`src/rtl/tank_access_sequencer_pkg.sv`:
```
// Shared store constants, FSM state and port ids for the
// mercury-delay-line access sequencer and its timing logic.
package edsac_store_pkg;

  localparam int DIGITS_PER_MINOR = 18;
  localparam int SLOT_BITS        = 5;
  localparam int TANK_BITS        = 5;
  localparam int DIGIT_BITS       = 5;

  localparam logic [DIGIT_BITS-1:0] DIGIT_LAST =
    DIGIT_BITS'(DIGITS_PER_MINOR - 1);

  typedef enum logic [1:0] {
    IDLE,
    WAIT_SLOT,
    XFER,
    DONE
  } state_e;

  typedef enum logic {
    PORT_A = 1'b0,
    PORT_B = 1'b1
  } port_e;

  typedef struct packed {
    logic                 wr;
    logic [TANK_BITS-1:0] tank;
    logic [SLOT_BITS-1:0] slot;
  } store_req_t;

  // Slot that sits at the tank head one minor cycle before s.
  function automatic logic [SLOT_BITS-1:0] prev_slot(
    input logic [SLOT_BITS-1:0] s
  );
    return s - SLOT_BITS'(1);
  endfunction

endpackage

```
`src/rtl/tank_access_sequencer_if.sv`:
```
// Request/ack bundle for the two store requesters
// (A = order fetch, B = operand access).
interface tank_access_sequencer_if;
  import edsac_store_pkg::*;

  logic                 req_a;
  logic                 wr_a;
  logic [TANK_BITS-1:0] tank_a;
  logic [SLOT_BITS-1:0] slot_a;
  logic                 ack_a;

  logic                 req_b;
  logic                 wr_b;
  logic [TANK_BITS-1:0] tank_b;
  logic [SLOT_BITS-1:0] slot_b;
  logic                 ack_b;

  modport master (
    output req_a, wr_a, tank_a, slot_a,
    output req_b, wr_b, tank_b, slot_b,
    input  ack_a, ack_b
  );

  modport slave (
    input  req_a, wr_a, tank_a, slot_a,
    input  req_b, wr_b, tank_b, slot_b,
    output ack_a, ack_b
  );

endinterface

```
`src/rtl/tank_access_sequencer_timing.sv`:
```
// Free-running digit / minor-cycle counters for the store;
// also reused by the tank regeneration logic.
module store_timing_counter
  import edsac_store_pkg::*;
(
  input  logic                  clk,
  input  logic                  rst,
  output logic [DIGIT_BITS-1:0] digit_cnt_o,
  output logic [SLOT_BITS-1:0]  slot_cnt_o,
  output logic                  minor_sync_o
);

  logic [DIGIT_BITS-1:0] digit_q, digit_d;
  logic [SLOT_BITS-1:0]  slot_q, slot_d;
  logic                  wrap;

  always_comb begin
    wrap    = (digit_q == DIGIT_LAST);
    digit_d = wrap ? '0 : digit_q + DIGIT_BITS'(1);
    slot_d  = wrap ? slot_q + SLOT_BITS'(1) : slot_q;
  end

  always_ff @(posedge clk) begin
    if (rst) begin
      digit_q <= '0;
      slot_q  <= '0;
    end else begin
      digit_q <= digit_d;
      slot_q  <= slot_d;
    end
  end

  assign digit_cnt_o  = digit_q;
  assign slot_cnt_o   = slot_q;
  assign minor_sync_o = (digit_q == '0);

endmodule

```
`src/rtl/tank_access_sequencer.sv`:
```
// Arbitrates two store requesters, drives dual-rail tank lines and
// opens the tank read/write path for the addressed minor cycle.
module tank_access_sequencer
  import edsac_store_pkg::*;
(
  input  logic                  clk,
  input  logic                  rst,
  tank_access_sequencer_if.slave bus,
  output logic [TANK_BITS-1:0]  f_pos,
  output logic [TANK_BITS-1:0]  f_neg,
  output logic                  t_in,
  output logic                  t_out,
  output logic [DIGIT_BITS-1:0] digit_cnt,
  output logic [SLOT_BITS-1:0]  slot_cnt,
  output logic                  minor_sync
);

  state_e               state_q, state_d;
  port_e                last_q, last_d;
  port_e                cur_q, cur_d;
  store_req_t           lat_q, lat_d;
  logic [TANK_BITS-1:0] f_q, f_d;
  logic                 t_in_q, t_in_d;
  logic                 t_out_q, t_out_d;
  logic                 ack_a_q, ack_a_d;
  logic                 ack_b_q, ack_b_d;

  logic                 gnt_vld;
  port_e                gnt;
  store_req_t           req_a_s, req_b_s;
  logic                 minor_end;

  store_timing_counter u_timing (
    .clk          (clk),
    .rst          (rst),
    .digit_cnt_o  (digit_cnt),
    .slot_cnt_o   (slot_cnt),
    .minor_sync_o (minor_sync)
  );

  assign req_a_s   = '{wr: bus.wr_a, tank: bus.tank_a, slot: bus.slot_a};
  assign req_b_s   = '{wr: bus.wr_b, tank: bus.tank_b, slot: bus.slot_b};
  assign minor_end = (digit_cnt == DIGIT_LAST);

  // Round robin: on a conflict the port not granted last time wins.
  always_comb begin
    gnt_vld = 1'b1;
    gnt     = PORT_A;
    unique case (1'b1)
      bus.req_a & ~bus.req_b: gnt = PORT_A;
      ~bus.req_a & bus.req_b: gnt = PORT_B;
      bus.req_a & bus.req_b:
        gnt = (last_q == PORT_A) ? PORT_B : PORT_A;
      default: gnt_vld = 1'b0;
    endcase
  end

  always_comb begin
    state_d = state_q;
    last_d  = last_q;
    cur_d   = cur_q;
    lat_d   = lat_q;
    f_d     = f_q;
    t_in_d  = 1'b0;
    t_out_d = 1'b0;
    ack_a_d = 1'b0;
    ack_b_d = 1'b0;
    unique case (state_q)
      IDLE: begin
        f_d = '0;
        if (gnt_vld) begin
          cur_d   = gnt;
          last_d  = gnt;
          lat_d   = (gnt == PORT_B) ? req_b_s : req_a_s;
          f_d     = lat_d.tank;
          state_d = WAIT_SLOT;
        end
      end
      WAIT_SLOT: begin
        if (minor_end && slot_cnt == prev_slot(lat_q.slot)) begin
          t_in_d  = lat_q.wr;
          t_out_d = ~lat_q.wr;
          state_d = XFER;
        end
      end
      XFER: begin
        if (minor_end) begin
          ack_a_d = (cur_q == PORT_A);
          ack_b_d = (cur_q == PORT_B);
          state_d = DONE;
        end else begin
          t_in_d  = lat_q.wr;
          t_out_d = ~lat_q.wr;
        end
      end
      DONE: begin
        f_d     = '0;
        state_d = IDLE;
      end
      default: state_d = IDLE;
    endcase
  end

  always_ff @(posedge clk) begin
    if (rst) begin
      state_q <= IDLE;
      last_q  <= PORT_A;
      cur_q   <= PORT_A;
      lat_q   <= '0;
      f_q     <= '0;
      t_in_q  <= 1'b0;
      t_out_q <= 1'b0;
      ack_a_q <= 1'b0;
      ack_b_q <= 1'b0;
    end else begin
      state_q <= state_d;
      last_q  <= last_d;
      cur_q   <= cur_d;
      lat_q   <= lat_d;
      f_q     <= f_d;
      t_in_q  <= t_in_d;
      t_out_q <= t_out_d;
      ack_a_q <= ack_a_d;
      ack_b_q <= ack_b_d;
    end
  end

  assign f_pos     = f_q;
  assign f_neg     = ~f_q;
  assign t_in      = t_in_q;
  assign t_out     = t_out_q;
  assign bus.ack_a = ack_a_q;
  assign bus.ack_b = ack_b_q;

endmodule

```
`src/flat_wrapper.sv`:
```
// flat-port wrapper written by rule: the top's interface ports become plain ports
module tank_access_sequencer_flat import edsac_store_pkg::*;
  (clk, rst, f_pos, f_neg, t_in, t_out, digit_cnt, slot_cnt, minor_sync, bus_req_a, bus_wr_a, bus_tank_a, bus_slot_a, bus_req_b, bus_wr_b, bus_tank_b, bus_slot_b, bus_ack_a, bus_ack_b);
  tank_access_sequencer_if bus_i ();
  input  logic clk;
  input  logic rst;
  output logic [TANK_BITS-1:0] f_pos;
  output logic [TANK_BITS-1:0] f_neg;
  output logic t_in;
  output logic t_out;
  output logic [DIGIT_BITS-1:0] digit_cnt;
  output logic [SLOT_BITS-1:0] slot_cnt;
  output logic minor_sync;
  input wire logic [$bits(bus_i.req_a)-1:0] bus_req_a;
  input wire logic [$bits(bus_i.wr_a)-1:0] bus_wr_a;
  input wire logic [$bits(bus_i.tank_a)-1:0] bus_tank_a;
  input wire logic [$bits(bus_i.slot_a)-1:0] bus_slot_a;
  input wire logic [$bits(bus_i.req_b)-1:0] bus_req_b;
  input wire logic [$bits(bus_i.wr_b)-1:0] bus_wr_b;
  input wire logic [$bits(bus_i.tank_b)-1:0] bus_tank_b;
  input wire logic [$bits(bus_i.slot_b)-1:0] bus_slot_b;
  output wire logic [$bits(bus_i.ack_a)-1:0] bus_ack_a;
  output wire logic [$bits(bus_i.ack_b)-1:0] bus_ack_b;
  assign bus_i.req_a = bus_req_a;
  assign bus_i.wr_a = bus_wr_a;
  assign bus_i.tank_a = bus_tank_a;
  assign bus_i.slot_a = bus_slot_a;
  assign bus_i.req_b = bus_req_b;
  assign bus_i.wr_b = bus_wr_b;
  assign bus_i.tank_b = bus_tank_b;
  assign bus_i.slot_b = bus_slot_b;
  assign bus_ack_a = bus_i.ack_a;
  assign bus_ack_b = bus_i.ack_b;
  tank_access_sequencer u_core (.clk(clk), .rst(rst), .bus(bus_i), .f_pos(f_pos), .f_neg(f_neg), .t_in(t_in), .t_out(t_out), .digit_cnt(digit_cnt), .slot_cnt(slot_cnt), .minor_sync(minor_sync));
endmodule
```
`config.mk`:
```
export PLATFORM = sky130hd
export DESIGN_NAME = tank_access_sequencer_flat
export DESIGN_NICKNAME = d
export VERILOG_FILES = /design/src/rtl/tank_access_sequencer_pkg.sv /design/src/rtl/tank_access_sequencer_if.sv /design/src/rtl/tank_access_sequencer_timing.sv /design/src/rtl/tank_access_sequencer.sv /design/src/flat_wrapper.sv
export SDC_FILE = /design/constraint.sdc
export NUM_CORES = 1
export LEC_CHECK = 0
export ABC_AREA = 1
export CAP_MARGIN = 5
export CORE_MARGIN = 3
export CORE_UTILIZATION = 45
export DETAILED_ROUTE_END_ITERATION = 10
export PLACE_DENSITY = 0.79
export SYNTH_ARGS = -nofsm -noshare
export SYNTH_HDL_FRONTEND = slang
export SYNTH_SLANG_ARGS = --single-unit
export TNS_END_PERCENT = 100
```
`constraint.sdc`:
```
create_clock -name clk -period 1.9 [get_ports clk]
set_input_delay 0.285 -clock clk [delete_from_list [all_inputs] [get_ports clk]]
set_output_delay 0.285 -clock clk [all_outputs]
set_load 0.05 [all_outputs]
```
==> results of run 1 <==
## power by group
group / switching (mW) / internal (mW)
Clock: 0.171 / 0.0746
Sequential: 0.0982 / 0.707
Combinational: 0.830 / 0.491
Total: 1.10 / 1.27
## registers in the layout, summed over array words and instances (netlist names)
register                     count
u_core.state_q                   2
u_core.bus.ack_a                 1
u_core.bus.ack_b                 1
u_core.f_pos                     5
u_core.lat_q                     6
u_core.u_timing.slot_cnt_o       5
u_core.u_timing.digit_cnt_o      5
u_core.t_in                      1
u_core.t_out                     1
u_core.last_q                    1
## final cells by class
class                   instances  share of cell area (%)
multi-input cells             147                   37.62
flip-flops and latches         28                   26.54
repair buffers                 53                   25.59
inverters                      37                   6.576
well taps                      44                   2.607
clock buffers                   3                   1.066
## cell usage after synthesis (all sizes together)
cell type,count,area [µm²]
nor2,31,137.6
dfxtp,28,560.5
o21ai,10,50.05
inv,37,138.9
nand3,12,65.06
buf,3,15.01
o211ai,1,7.510
a31oi,6,37.54
nand4,1,6.260
ha,10,125.1
a21oi,12,71.32
clkbuf,1,3.750
nor3,3,15.01
xor2,1,16.27
or2,1,6.260
o32ai,5,43.79
nand2,54,212.7
## cells by family (layout without fill, tap and decap cells)
family                   Yosys count  in the layout
buffers and inverters             41             93
flip-flops                        28             28
AO/OA/AOI/OAI                     34             34
AND/OR/NAND/NOR                  102            102
adder cells (fa/ha/maj)           10             10
XOR/XNOR                           1              1
## placed cells by master, fill, tap and decap left out, types with 2 or more instances in the layout
cell                              netlist  routed
sky130_fd_sc_hd__inv_2                  3       3
sky130_fd_sc_hd__a21oi_1               11      11
sky130_fd_sc_hd__o32ai_1                5       5
sky130_fd_sc_hd__dlymetal6s2s_1         0       5
sky130_fd_sc_hd__dfxtp_1               28      28
sky130_fd_sc_hd__inv_1                 34      34
sky130_fd_sc_hd__a31oi_1                6       6
sky130_fd_sc_hd__nand3_1               11      11
sky130_fd_sc_hd__nor3_1                 3       3
sky130_fd_sc_hd__nand2_1               52      52
sky130_fd_sc_hd__clkdlybuf4s50_1        0      41
sky130_fd_sc_hd__nor2_1                28      28
sky130_fd_sc_hd__nor2_2                 2       2
sky130_fd_sc_hd__dlygate4sd2_1          0       2
sky130_fd_sc_hd__clkbuf_4               0       3
sky130_fd_sc_hd__buf_4                  0       4
sky130_fd_sc_hd__o21ai_0               10      10
sky130_fd_sc_hd__ha_1                  10      10
## worst register-to-register path: cells and delay by family, from the launching register on
family | cells | cell delay (ns)
flops | 1 | 0.44
simple gates | 9 | 0.66
buf+inv | 2 | 0.15
fa+ha+maj | 1 | 0.31
## layer usage
metal / track usage [%] / vias to the layer above / routed length (µm) / share of wire [%]
li1: - / 792 / - / -
met4: 7.278 / 0 / 53 / 1.6
met5: 0 / - / 0 / 0
met2: 29.29 / 48 / 1484 / 44
met3: 3.515 / 4 / 231 / 6.8
met1: 20.59 / 645 / 1614 / 48
## timing repair
item,CTS,global route
gates resized for setup,2,5
endpoints found under the hold margin,0,0
setup endpoints to repair,2,5
gates cloned,0,0
## worst paths after layout
check	to	cells after the start	startpoint
hold / removal	u_core.t_in	2	u_core.lat_q[10]
hold reg to reg	u_core.t_in	2	u_core.lat_q[10]
setup / recovery	f_neg[4]	2	u_core.f_pos[4]
setup reg to reg	u_core.state_q[0]	12	u_core.lat_q[0]
==> run_summary.xml, run 1 <==
<?xml version="1.0" encoding="UTF-8"?>
<metrics>
  <group name="synth">
    <metric name="synth_compound_gate_area_share" unit="%">13.90</metric>
    <metric name="synth-seq-area-share" unit="%">37.06</metric>
    <metric name="post_synth_mux_area_share" unit="%">0</metric>
    <metric name="postSynthAreaPerCell" unit="µm²">7.003</metric>
    <metric name="adder_cell_fraction_of_synth_area" unit="%">8.271</metric>
    <metric name="nets_in_the_synthesized_netlist" unit="">252</metric>
    <metric name="synth_simple_gate_area_share" unit="%">29.28</metric>
    <metric name="synth-seq-cells" unit="">28</metric>
    <metric name="yosysUniqueCellTypes" unit="">24</metric>
    <metric name="post_synth_inst_count" unit="">216</metric>
    <metric name="yosysWarnings" unit="">0</metric>
    <metric name="yosys.area_share.xor_xnor" unit="%">1.075</metric>
    <metric name="synth.cell_area" unit="mm²">0.001513</metric>
    <metric name="largest_family_of_logic_cells_by_synthesized_area" unit="">simple AND/OR/NAND/NOR gates</metric>
  </group>
  <group name="clock_network">
    <metric name="clock_latency_on_the_worst_skew_pair" unit="ns">0.33</metric>
    <metric name="postCtsSetupRepairBufs" unit="">0</metric>
    <metric name="cts.sinks" unit="">28</metric>
    <metric name="tritoncts_clock_tree" unit="">built</metric>
    <metric name="cts_htree_levels" unit="">1</metric>
    <metric name="cts_hold_buffers" unit="">0</metric>
    <metric name="cts.root.buffer_cell" unit="">sky130_fd_sc_hd__clkbuf_4</metric>
    <metric name="cts-root-to-sink-buffers" unit="">2</metric>
    <metric name="numCtsBuffers" unit="">3</metric>
    <metric name="clkTransAtPathRegs" unit="ns">0.14</metric>
  </group>
  <group name="place">
    <metric name="portBuffers" unit="">50</metric>
    <metric name="post-dp-hpwl" unit="mm">2.641</metric>
    <metric name="post_dp_cell_area" unit="mm²">0.002079</metric>
    <metric name="pre_cts_ws" unit="ns">0.3001</metric>
    <metric name="finalWeightedCongestion" unit="">0.8296</metric>
    <metric name="placed_cells_incl_taps" unit="">309</metric>
  </group>
  <group name="cells_and_area">
    <metric name="post_layout_util" unit="%">67.52</metric>
    <metric name="area_growth_syn_to_layout" unit="%">39.62</metric>
    <metric name="count_of_non_filler_cells_in_the_finished_layout" unit="">312</metric>
    <metric name="num-fill-cells" unit="">279</metric>
    <metric name="stdcell_area" unit="mm²">0.002112</metric>
    <metric name="multi_input_area" unit="µm²">794.5</metric>
    <metric name="insertedDiodeCount" unit="">0</metric>
    <metric name="final_layout_size_suffix_gt1_share" unit="%">7.463</metric>
    <metric name="finalNetCount" unit="">306</metric>
    <metric name="seq_area" unit="µm²">560.5</metric>
  </group>
  <group name="sta">
    <metric name="least_setup_slack_across_all_paths_after_layout" unit="ns">0.06834</metric>
    <metric name="finalCritPeriodShare" unit="%">96.40</metric>
    <metric name="final.min_clock_period" unit="ns">1.832</metric>
    <metric name="number_of_endpoints_failing_setup_at_the_final_stage" unit="">0</metric>
    <metric name="highest_attainable_clock_frequency" unit="MHz">546.0</metric>
    <metric name="finalClockSkew" unit="ns">0.002858</metric>
    <metric name="slew_viol_final" unit="">0</metric>
    <metric name="slew_headroom" unit="%">65.68</metric>
    <metric name="hold_slack" unit="ns">0.4802</metric>
    <metric name="setup_tns" unit="ns">0</metric>
    <metric name="grt_setup_unrepaired" unit="">false</metric>
    <metric name="worstMarginPinSlew" unit="ns">0.5132</metric>
    <metric name="final-hold-violation-count" unit="">0</metric>
  </group>
  <group name="detailed_routing">
    <metric name="drt.antenna.violating_nets" unit="">0</metric>
    <metric name="firstDrtPassIters" unit="">4</metric>
    <metric name="final_routed_wire_length_divided_by_cell_count" unit="µm">10.84</metric>
    <metric name="drc" unit="">0</metric>
    <metric name="routed_wirelength" unit="mm">3.383</metric>
    <metric name="initialDrtViolationCount" unit="">66</metric>
    <metric name="vias_per_cell" unit="">4.772</metric>
    <metric name="vias" unit="">1489</metric>
  </group>
  <group name="power">
    <metric name="p_leak" unit="nW">1.013</metric>
    <metric name="power-per-cell-area" unit="mW/mm²">1123</metric>
    <metric name="post-layout-total-power" unit="mW">2.372</metric>
    <metric name="ir_worst_vdd" unit="mV">0.7244</metric>
  </group>
  <group name="floorplanning">
    <metric name="start_util" unit="%">48.36</metric>
    <metric name="die_y" unit="µm">63.98</metric>
    <metric name="die_width" unit="µm">63.98</metric>
    <metric name="ios" unit="">51</metric>
    <metric name="floorplan.die_area" unit="mm²">0.004093</metric>
    <metric name="floorplan.core_area" unit="mm²">0.003128</metric>
    <metric name="num_rows" unit="">20</metric>
  </group>
  <group name="critical_path">
    <metric name="critical_path_fanout_max" unit="">2</metric>
    <metric name="crit_chain" unit="">inv_1 &gt; clkdlybuf4s50_1</metric>
    <metric name="cp_data_required_time" unit="ns">1.62</metric>
    <metric name="critical_path_class" unit="">flip-flop to output pin</metric>
    <metric name="slowest_delay" unit="ns">0.80</metric>
    <metric name="timing.critical_path.to_type" unit="">output pin</metric>
    <metric name="timing.critical_path.buf_inv" unit="">2</metric>
    <metric name="cp-start-kind" unit="">flip-flop</metric>
    <metric name="reg2reg_setup_slack" unit="ns">0.27</metric>
    <metric name="cpMaxStageDelayCell" unit="">sky130_fd_sc_hd__clkdlybuf4s50_1</metric>
    <metric name="worst_ep_arrival_time" unit="ns">1.55</metric>
    <metric name="worst_path_dominant_cell_family" unit="">buffers and inverters</metric>
  </group>
  <group name="run_status">
    <metric name="outcome" unit="">complete, no violations</metric>
  </group>
  <group name="global_route">
    <metric name="grt_antenna_before_repair" unit="">0</metric>
    <metric name="grt_remaining_overflow" unit="">0</metric>
    <metric name="largest_net_degree_at_the_start_of_global_routing" unit="">16</metric>
    <metric name="first_pass_grt_wire_length" unit="mm">5.630</metric>
    <metric name="grt_use_total" unit="%">17.12</metric>
    <metric name="first_global_vias" unit="">1376</metric>
  </group>
  <group name="job">
    <metric name="cap_violations" unit="">0</metric>
  </group>
  <group name="min_path">
    <metric name="min_path_type" unit="">flip-flop to flip-flop</metric>
  </group>
</metrics>
No activity file was read; power rests on OpenSTA's default activity.
==> inputs of run 2 (changes only) <==
Settings changed: ABC_CLOCK_PERIOD_IN_PS set to 1900, SETUP_SLACK_MARGIN set to 0.4.
==> run 2 against run 1 <==
Compared with the run above: sequential power increased by 2%; count of clock-buffer cells in the layout increased by 1; core utilization increased by 3.6 points; sequential cell count unchanged; non-clock buffer count increased by 12; cell count increased by 4.2%; clock power increased by 3%; largest cell class unchanged; highest routed layer unchanged.
==> run_summary.xml, run 2 (synthesis gave the netlist of run 1 again) <==
<?xml version="1.0" encoding="UTF-8"?>
<metrics>
  <group name="floorplanning">
    <metric name="floorplan.die_area" unit="mm²">0.004093</metric>
    <metric name="num_rows" unit="">20</metric>
    <metric name="ios" unit="">51</metric>
    <metric name="floorplan.core_area" unit="mm²">0.003128</metric>
    <metric name="die_width" unit="µm">63.98</metric>
    <metric name="start_util" unit="%">48.36</metric>
    <metric name="die_y" unit="µm">63.98</metric>
  </group>
  <group name="global_route">
    <metric name="grt_use_total" unit="%">18.59</metric>
    <metric name="grt_antenna_before_repair" unit="">0</metric>
    <metric name="largest_net_degree_at_the_start_of_global_routing" unit="">16</metric>
    <metric name="first_global_vias" unit="">1521</metric>
    <metric name="first_pass_grt_wire_length" unit="mm">6.230</metric>
    <metric name="grt_remaining_overflow" unit="">0</metric>
  </group>
  <group name="run_status">
    <metric name="outcome" unit="">complete, no violations</metric>
  </group>
  <group name="sta">
    <metric name="setup_tns" unit="ns">0</metric>
    <metric name="worstMarginPinSlew" unit="ns">0.4871</metric>
    <metric name="number_of_endpoints_failing_setup_at_the_final_stage" unit="">0</metric>
    <metric name="least_setup_slack_across_all_paths_after_layout" unit="ns">0.4106</metric>
    <metric name="grt_setup_unrepaired" unit="">true</metric>
    <metric name="highest_attainable_clock_frequency" unit="MHz">671.4</metric>
    <metric name="slew_viol_final" unit="">0</metric>
    <metric name="hold_slack" unit="ns">0.4652</metric>
    <metric name="slew_headroom" unit="%">67.65</metric>
    <metric name="final-hold-violation-count" unit="">0</metric>
    <metric name="finalClockSkew" unit="ns">0.007116</metric>
    <metric name="final.min_clock_period" unit="ns">1.489</metric>
    <metric name="finalCritPeriodShare" unit="%">78.39</metric>
  </group>
  <group name="critical_path">
    <metric name="cpMaxStageDelayCell" unit="">sky130_fd_sc_hd__dfxtp_4</metric>
    <metric name="worst-r2r-cell-count" unit="">11</metric>
    <metric name="cp-start-kind" unit="">flip-flop</metric>
    <metric name="crit_chain" unit="">inv_4 &gt; ha_4 &gt; nand2_2 &gt; nor2_2 &gt; buf_6</metric>
    <metric name="worst_ep_arrival_time" unit="ns">1.20</metric>
    <metric name="slowest_delay" unit="ns">0.39</metric>
    <metric name="timing.critical_path.depth" unit="">5</metric>
    <metric name="worst_path_dominant_cell_family" unit="">flip-flops</metric>
    <metric name="critical_path_fanout_max" unit="">4</metric>
    <metric name="timing.critical_path.buf_inv" unit="">2</metric>
    <metric name="critical_path_class" unit="">flip-flop to output pin</metric>
    <metric name="timing.critical_path.to_type" unit="">output pin</metric>
    <metric name="cp_data_required_time" unit="ns">1.62</metric>
  </group>
  <group name="clock_network">
    <metric name="cts-root-to-sink-buffers" unit="">2</metric>
    <metric name="clock_latency_on_the_worst_skew_pair" unit="ns">0.32</metric>
    <metric name="cts.sinks" unit="">28</metric>
    <metric name="tritoncts_clock_tree" unit="">built</metric>
    <metric name="cts.root.buffer_cell" unit="">sky130_fd_sc_hd__clkbuf_4</metric>
    <metric name="cts_htree_levels" unit="">1</metric>
    <metric name="clkTransAtPathRegs" unit="ns">0.15</metric>
    <metric name="numCtsBuffers" unit="">3</metric>
  </group>
  <group name="job">
    <metric name="cap_violations" unit="">0</metric>
  </group>
  <group name="power">
    <metric name="p_leak" unit="nW">1.004</metric>
    <metric name="post-layout-total-power" unit="mW">2.545</metric>
    <metric name="power-per-cell-area" unit="mW/mm²">1144</metric>
    <metric name="ir_worst_vdd" unit="mV">0.8331</metric>
  </group>
  <group name="detailed_routing">
    <metric name="initialDrtViolationCount" unit="">89</metric>
    <metric name="drc" unit="">0</metric>
    <metric name="firstDrtPassIters" unit="">4</metric>
    <metric name="vias_per_cell" unit="">4.828</metric>
    <metric name="routed_wirelength" unit="mm">3.951</metric>
    <metric name="drt.antenna.violating_nets" unit="">0</metric>
    <metric name="vias" unit="">1569</metric>
    <metric name="final_routed_wire_length_divided_by_cell_count" unit="µm">12.16</metric>
  </group>
  <group name="cells_and_area">
    <metric name="area_growth_syn_to_layout" unit="%">46.98</metric>
    <metric name="post_layout_util" unit="%">71.08</metric>
    <metric name="finalNetCount" unit="">318</metric>
    <metric name="num-fill-cells" unit="">260</metric>
    <metric name="max_reg_flops" unit="">6</metric>
    <metric name="insertedDiodeCount" unit="">0</metric>
    <metric name="final_layout_size_suffix_gt1_share" unit="%">25.98</metric>
    <metric name="registers.top_by_ff_count" unit="">u_core.lat_q</metric>
    <metric name="most-common-layout-cells" unit="">sky130_fd_sc_hd__nand2_1 (50), sky130_fd_sc_hd__inv_1 (29), sky130_fd_sc_hd__nor2_1 (25), sky130_fd_sc_hd__clkdlybuf4s50_1 (25), sky130_fd_sc_hd__dfxtp_1 (20)</metric>
    <metric name="mostFrequentLayoutCell" unit="">sky130_fd_sc_hd__nand2_1</metric>
  </group>
  <group name="min_path">
    <metric name="min_path_type" unit="">flip-flop to flip-flop</metric>
    <metric name="hold_path_depth" unit="">1</metric>
  </group>
  <group name="place">
    <metric name="post-dp-hpwl" unit="mm">2.789</metric>
    <metric name="portBuffers" unit="">50</metric>
    <metric name="pre_cts_ws" unit="ns">0.3132</metric>
    <metric name="finalWeightedCongestion" unit="">0.7737</metric>
  </group>
</metrics>
==> run 2: cell types whose count changed in the layout (fill, tap and decap cells not counted), moves of 5 or more <==
cell,previous run,this run
sky130_fd_sc_hd__clkbuf_2,0,8
sky130_fd_sc_hd__clkdlybuf4s50_1,41,25
sky130_fd_sc_hd__inv_1,34,29
sky130_fd_sc_hd__clkdlybuf4s15_2,0,9
sky130_fd_sc_hd__buf_4,4,16
sky130_fd_sc_hd__dlymetal6s2s_1,5,0
sky130_fd_sc_hd__dfxtp_1,28,20
==> run 2: metrics by stage <==
step | cell area [µm²] | instances
2_1_floorplan | 1523 | 216
3_3_place_gp | 2085 | 310
3_5_place_dp | 2085 | 310
4_1_cts | 2153 | 317
5_1_grt | 2223 | 325
6_report | 2223 | 325
==> run 2: where the power goes <==
part           switching [mW]  internal [mW]
logic                   0.915          0.559
registers              0.0926          0.725
clock network           0.171         0.0820
total                    1.18           1.37
==> run 2: worst paths after layout <==
kind                               endpoint  slack, ns                            from
min reg2reg  u_core.u_timing.digit_cnt_o[0]       0.47  u_core.u_timing.digit_cnt_o[0]
max                              minor_sync       0.41  u_core.u_timing.digit_cnt_o[0]
max reg2reg               u_core.state_q[0]       0.45  u_core.u_timing.digit_cnt_o[1]
min          u_core.u_timing.digit_cnt_o[0]       0.47  u_core.u_timing.digit_cnt_o[0]
==> run 2: final cells by class <==
cell class	count	area, µm²	share of cell area, %
well taps	44	55.05	2.476
clock buffers	4	26.28	1.182
flip-flops and latches	28	580.6	26.11
inverters	37	141.4	6.359
repair buffers	65	573.1	25.77
multi-input cells	147	847.1	38.10
==> run 2: repair_timing <==
action / 4_1_cts / 5_1_grt
hold endpoints to repair: 0 / 0
hold buffers: 0 / 0
setup endpoints to repair: 31 / 30
gates resized for setup: 59 / 34
buffers inserted: 3 / 8
pin swaps: 1 / 8
==> run 2: layer usage <==
| layer | GRT usage (%) | part of all wire [%] |
|---|---|---|
| met5 | 0 | 0 |
| met4 | 6.739 | 1.2 |
| met3 | 3.339 | 5.4 |
| met2 | 31.87 | 49 |
| met1 | 23.05 | 44 |
==> inputs of run 3 (changes only) <==
Settings changed: ABC_CLOCK_PERIOD_IN_PS 1900 to 1600.
Clock period 1.9 ns to 1.6 ns, I/O delays scaled along.
==> run 3 against run 2 <==
Compared with the run above: core utilization rose by 12 points; design area rose by 17%; register-to-register slack got worse by 0.35 ns; clock skew rose by 0.0057 ns; clock power rose by 19%; sequential power rose by 22%; sequential share of layout area fell by 3.3 points; critical endpoint is now u_core.state_q[0].
==> run_summary.xml, run 3 (synthesis gave the netlist of run 1 again) <==
<?xml version="1.0" encoding="UTF-8"?>
<metrics>
  <group name="critical_path">
    <metric name="worstReg2RegStart" unit="">u_core.lat_q[0]</metric>
    <metric name="worst_r2r_endpoint" unit="">u_core.state_q[0]</metric>
    <metric name="cp_data_required_time" unit="ns">1.84</metric>
    <metric name="timing.critical_path.to_type" unit="">flip-flop</metric>
    <metric name="critical_path_fanout_max" unit="">4</metric>
    <metric name="reg2reg_setup_slack" unit="ns">0.10</metric>
    <metric name="worst-r2r-cell-count" unit="">11</metric>
    <metric name="critical_path_class" unit="">flip-flop to flip-flop</metric>
    <metric name="worst_ep_arrival_time" unit="ns">1.74</metric>
    <metric name="cp-start-kind" unit="">flip-flop</metric>
  </group>
  <group name="cells_and_area">
    <metric name="area_growth_syn_to_layout" unit="%">72.13</metric>
    <metric name="final_layout_size_suffix_gt1_share" unit="%">47.40</metric>
    <metric name="insertedDiodeCount" unit="">0</metric>
    <metric name="most-common-layout-cells" unit="">sky130_fd_sc_hd__nand2_1 (43), sky130_fd_sc_hd__buf_4 (27), sky130_fd_sc_hd__clkdlybuf4s50_1 (25)</metric>
    <metric name="finalNetCount" unit="">327</metric>
    <metric name="max_reg_flops" unit="">6</metric>
    <metric name="num-fill-cells" unit="">191</metric>
    <metric name="mostFrequentLayoutCell" unit="">sky130_fd_sc_hd__nand2_1</metric>
    <metric name="post_layout_util" unit="%">83.24</metric>
    <metric name="registers.top_by_ff_count" unit="">u_core.lat_q</metric>
  </group>
  <group name="global_route">
    <metric name="grt_use_total" unit="%">21.41</metric>
    <metric name="largest_net_degree_at_the_start_of_global_routing" unit="">15</metric>
    <metric name="first_pass_grt_wire_length" unit="mm">6.906</metric>
    <metric name="first_global_vias" unit="">1534</metric>
    <metric name="grt_antenna_before_repair" unit="">0</metric>
    <metric name="grt_remaining_overflow" unit="">0</metric>
  </group>
  <group name="run_status">
    <metric name="outcome" unit="">complete, no violations</metric>
  </group>
  <group name="floorplanning">
    <metric name="floorplan.core_area" unit="mm²">0.003128</metric>
    <metric name="floorplan.die_area" unit="mm²">0.004093</metric>
    <metric name="die_width" unit="µm">63.98</metric>
    <metric name="ios" unit="">51</metric>
    <metric name="start_util" unit="%">48.36</metric>
    <metric name="die_y" unit="µm">63.98</metric>
    <metric name="num_rows" unit="">20</metric>
  </group>
  <group name="sta">
    <metric name="final-hold-violation-count" unit="">0</metric>
    <metric name="grt_setup_unrepaired" unit="">true</metric>
    <metric name="final.min_clock_period" unit="ns">1.500</metric>
    <metric name="slew_viol_final" unit="">0</metric>
    <metric name="finalCritPeriodShare" unit="%">93.75</metric>
    <metric name="highest_attainable_clock_frequency" unit="MHz">666.7</metric>
    <metric name="setup_tns" unit="ns">0</metric>
    <metric name="finalClockSkew" unit="ns">0.01281</metric>
    <metric name="number_of_endpoints_failing_setup_at_the_final_stage" unit="">0</metric>
    <metric name="worstMarginPinSlew" unit="ns">0.2427</metric>
    <metric name="slew_headroom" unit="%">83.76</metric>
  </group>
  <group name="power">
    <metric name="ir_worst_vdd" unit="mV">1.072</metric>
    <metric name="power.switching" unit="mW">1.731</metric>
    <metric name="netSwitchingFraction" unit="%">46.79</metric>
    <metric name="p_leak" unit="nW">1.110</metric>
    <metric name="seq_power_share" unit="%">27.1</metric>
    <metric name="pwr-share-clk" unit="%">8.2</metric>
    <metric name="power-per-cell-area" unit="mW/mm²">1421</metric>
    <metric name="intPower" unit="mW">1.968</metric>
    <metric name="combinationalPowerShare" unit="%">64.7</metric>
  </group>
  <group name="job">
    <metric name="cap_violations" unit="">0</metric>
  </group>
  <group name="min_path">
    <metric name="min_path_type" unit="">primary input to flip-flop</metric>
    <metric name="min_from" unit="">bus_slot_a[2]</metric>
    <metric name="hold_path_depth" unit="">3</metric>
    <metric name="whs_endpoint" unit="">u_core.lat_q[2]</metric>
  </group>
  <group name="detailed_routing">
    <metric name="final_routed_wire_length_divided_by_cell_count" unit="µm">13.98</metric>
    <metric name="vias" unit="">1690</metric>
    <metric name="firstDrtPassIters" unit="">4</metric>
    <metric name="initialDrtViolationCount" unit="">151</metric>
    <metric name="routed_wirelength" unit="mm">4.654</metric>
    <metric name="drc" unit="">0</metric>
    <metric name="drt.antenna.violating_nets" unit="">0</metric>
    <metric name="vias_per_cell" unit="">5.075</metric>
  </group>
  <group name="clock_network">
    <metric name="cts_htree_levels" unit="">1</metric>
    <metric name="cts_hold_buffers" unit="">0</metric>
    <metric name="tritoncts_clock_tree" unit="">built</metric>
    <metric name="numCtsBuffers" unit="">3</metric>
    <metric name="cts-root-to-sink-buffers" unit="">2</metric>
    <metric name="clock_latency_on_the_worst_skew_pair" unit="ns">0.34</metric>
    <metric name="cts.root.buffer_cell" unit="">sky130_fd_sc_hd__clkbuf_4</metric>
    <metric name="cts.sinks" unit="">28</metric>
    <metric name="clkTransAtPathRegs" unit="ns">0.16</metric>
  </group>
  <group name="place">
    <metric name="post-dp-hpwl" unit="mm">2.805</metric>
    <metric name="finalWeightedCongestion" unit="">0.8424</metric>
    <metric name="portBuffers" unit="">50</metric>
  </group>
</metrics>
[run 3: how the worst max path moves through the flow]
stage	cells after the start	startpoint	slack, ns	to
CTS	5	u_core.u_timing.digit_cnt_o[1]	0.12	minor_sync
detailed placement	5	bus_req_b	0.06	u_core.f_pos[3]
floorplan	10	u_core.u_timing.digit_cnt_o[0]	0.23	u_core.state_q[0]
global route	11	u_core.lat_q[1]	0.05	u_core.state_q[0]
global placement	7	bus_req_a	0.11	u_core.lat_q[10]
finish	11	u_core.lat_q[0]	0.10	u_core.state_q[0]
[run 3: timing repair]
item / CTS / global route
endpoints found under the setup margin: 27 / 39
buffers inserted: 14 / 4
gates cloned: 0 / 1
gates resized for setup: 45 / 37
hold endpoints to repair: 0 / 0
pin swaps: 19 / 16
[run 3: area by class of cell]
type | count | area, µm² | area share (%)
inverter | 37 | 167.7 | 6.439
clock buffer | 3 | 22.52 | 0.8650
timing repair inverter | 1 | 7.507 | 0.2883
multi-input combinational | 147 | 1027 | 39.45
tap | 44 | 55.05 | 2.114
timing repair buffer | 73 | 729.5 | 28.02
sequential | 28 | 594.3 | 22.83
[run 3: routing by layer]
metal,up-vias,routed length [µm],GRT usage [%]
met4,0,102,6.469
met1,777,1811,25.70
li1,840,-,-
met3,10,231,4.218
met5,-,0,0
met2,63,2509,38.06
[run 3: metrics by stage]
step / cells / cell area, µm² / hold slack, ns / total power, mW / setup WS, ns
finish: 333 / 2604 / 0.4379 / 3.699 / 0.1001
global route: 333 / 2604 / 0.4469 / 3.939 / 0.04826
CTS: 328 / 2452 / 0.4377 / 3.439 / 0.1198
detailed placement: 311 / 2148 / 0.4613 / 2.707 / 0.06246
global placement: 311 / 2148 / 0.4590 / 2.682 / 0.1147
floorplan: 216 / 1612 / 0.3091 / 2.277 / 0.2323
[run 3: worst max-delay path: stages, from the launching register on]
cell and delay, ns:
sky130_fd_sc_hd__dfxtp_4 0.39, sky130_fd_sc_hd__inv_4 0.04, sky130_fd_sc_hd__ha_4 0.25, sky130_fd_sc_hd__nand2_1 0.07, sky130_fd_sc_hd__nand2_1 0.09, sky130_fd_sc_hd__nand3_2 0.10, sky130_fd_sc_hd__nor2_4 0.15, sky130_fd_sc_hd__nand2_2 0.07
sky130_fd_sc_hd__nand2_4 0.08, sky130_fd_sc_hd__nand3_2 0.06, sky130_fd_sc_hd__nand2_1 0.06, sky130_fd_sc_hd__nor2_1 0.04
[run 3: power groups by stage]
stage	Clock, mW	Sequential [mW]	Combinational (mW)
2_1_floorplan	0	1.19	1.09
3_3_place_gp	0	1.03	1.66
3_5_place_dp	0	1.03	1.68
4_1_cts	0.309	0.990	2.14
5_1_grt	0.330	1.03	2.58
6_report	0.302	1.00	2.39
==> variant, RTL diff (flow settings as in run 2) <==
Re-encode `state_e` (4 states) as one-hot, 4 bits wide.
--- a/src/rtl/tank_access_sequencer_pkg.sv
+++ b/src/rtl/tank_access_sequencer_pkg.sv
@@ -10,11 +10,11 @@
   localparam logic [DIGIT_BITS-1:0] DIGIT_LAST =
     DIGIT_BITS'(DIGITS_PER_MINOR - 1);
 
-  typedef enum logic [1:0] {
-    IDLE,
-    WAIT_SLOT,
-    XFER,
-    DONE
+  typedef enum logic [3:0] {
+    IDLE      = 4'b0001,
+    WAIT_SLOT = 4'b0010,
+    XFER      = 4'b0100,
+    DONE      = 4'b1000
   } state_e;
 
   typedef enum logic {
Formal check against the unedited RTL: same outputs for any inputs over 10 cycles, from zero or initial values and one cycle with rst high; not proved beyond that.
==> variant against run 2 <==
Routed wire length increased by 0.96%; clock skew is 7.8 ps higher; sequential cell count increased by 2; synthesized area is 3.7% higher; setup slack better by 1.3 ps; sequential share of layout area rose by 0.62 points; design area is 2.5% higher; critical path type unchanged; critical endpoint unchanged; largest cell class unchanged.
Power is not compared: it rests on default switching activity, and its combinational part moved more than twofold at a synthesized area within 25%.
==> variant: results (changes against run 2) <==
| Metric | Value |
|---|---|
| Status | finished, final reports clean |
| Post-cts sizing count | 70 (+19%) |
| Detailed Route WL | 3990 um (+0.96%) |
| Share of synthesized area occupied by flip-flops and latches | 38.3% (+1.2 points) |
| Number of multi-input combinational cells | 154 (+4.8%) |
| Number of non-clock inverters in the layout | 36 (-2.7%) |
| H-tree depth | 2 (+1) |
| Overflow after GRT | 0 (unchanged) |
| Placed Cells | 317 (+2.3%) |
| Leakage power | ~0.98 nW |
| Clock transition at the registers of the reported paths | 90 ps (-60 ps) |
| First-pass GRT wire length | 6770 um (+8.6%) |
| Maximum number of pins on one net before global-route repair | 19 (+3) |
| Total number of nets in the final design | 314 (-1.3%) |
| Total vias in the final route | 1601 (+2.0%) |
| Area of all placed cells without fillers | 0.00228 sq mm (+2.5%) |
| Fraction of layout instances using a drive strength above 1 | 26.8% (+0.78 points) |
| Number of nets produced by synthesis | 256 (+1.6%) |
| Most area-consuming cells after synthesis | sky130_fd_sc_hd__dfxtp_1, sky130_fd_sc_hd__nand2_1, sky130_fd_sc_hd__inv_1 |
| Number of CTS-inserted buffers | 5 (+2) |
| Number of instances in the synthesized netlist | 225 (+4.2%) |
| Class of the tightest hold or removal check | flop to flop |
| Area post-placement | 0.00212 sq mm (+1.7%) |
| Detailed Route Iter0 Violations | 98 (+10%) |
| Relative slew margins | 67.2% (-0.41 points) |
| Layout clock buffers | 8 (+4) |
| Global-route total usage across every layer | 20.9% (+2.3 points) |
| Estimated wirelength of the detail-placed design | 2890 um (+3.5%) |
| Number of distinct library cells after synthesis | 29 (+21%) |
| Critical-path maximum fanout | 4 (unchanged) |
| Maximum clock skew at final layout | 14.9 ps (+7.82 ps) |
| Most instantiated cells after synthesis | sky130_fd_sc_hd__nand2_1, sky130_fd_sc_hd__inv_1, sky130_fd_sc_hd__dfxtp_1 |
| Antenna Diode Count | 0 (unchanged) |
| Average via count per standard cell | 4.88 (+1.1%) |
| Area taken by flip-flops and latches | 609 sq um (+5.0%) |
| Synth Register Bits | 30 (+7.1%) |
| NonClk Buf Share | 24.3% (-1.5 points) |
| Vias in the first global route | 1581 (+3.9%) |
| Area occupied by multi-input gates | 845 sq um (-0.30%) |
| Max stage delay on crit path | 370 ps (-20 ps) |
| Final weighted congestion of routability-driven global placement | 0.827 (+6.9%) |
| Later-pin clock latency in the skew report | 360 ps (+40 ps) |
| Final-layout clock-cell area share | 3.46% (+2.3 points) |
| Fill count | 271 (+4.2%) |
| Buffers inserted during post-CTS setup optimization | 2 (-1) |
| Nonclk buf count | 56 (-14%) |
==> variant: changes by cell type after synthesis, sizes merged, moves of 2 or more <==
cell and change:
dfxtp +2, o32ai -5, ha -5, nor2 -13, nand2 +24, nor4 +2, a21oi +2, buf +2
==> variant: path summary, 6_finish.rpt <==
check	end	depth (start not counted)	slack (ps)
max	minor_sync	5	410
min	u_core.t_out	1	460
max reg2reg	u_core.t_in	10	480
min reg2reg	u_core.t_out	1	460
==> variant: cells by family (layout without fill, tap and decap cells) <==
logic type / after synthesis / count (layout) / synth area share, %
and+or+nand+nor: 115 / 115 / 34.3
buffers and inverters: 41 / 100 / 10.6
AOI/OAI and AO/OA: 34 / 34 / 12.8
DFF: 30 / 30 / 38.3
adders and majority gates: 5 / 5 / 3.99
==> variant: layer usage <==
metal	GRT usage (%)	share of wire [%]	vias up
li1	-	-	822
met1	25.8	44	723
met2	34.0	49	48
met3	4.33	4.8	8
met4	10.9	2.3	0
met5	0	0	-
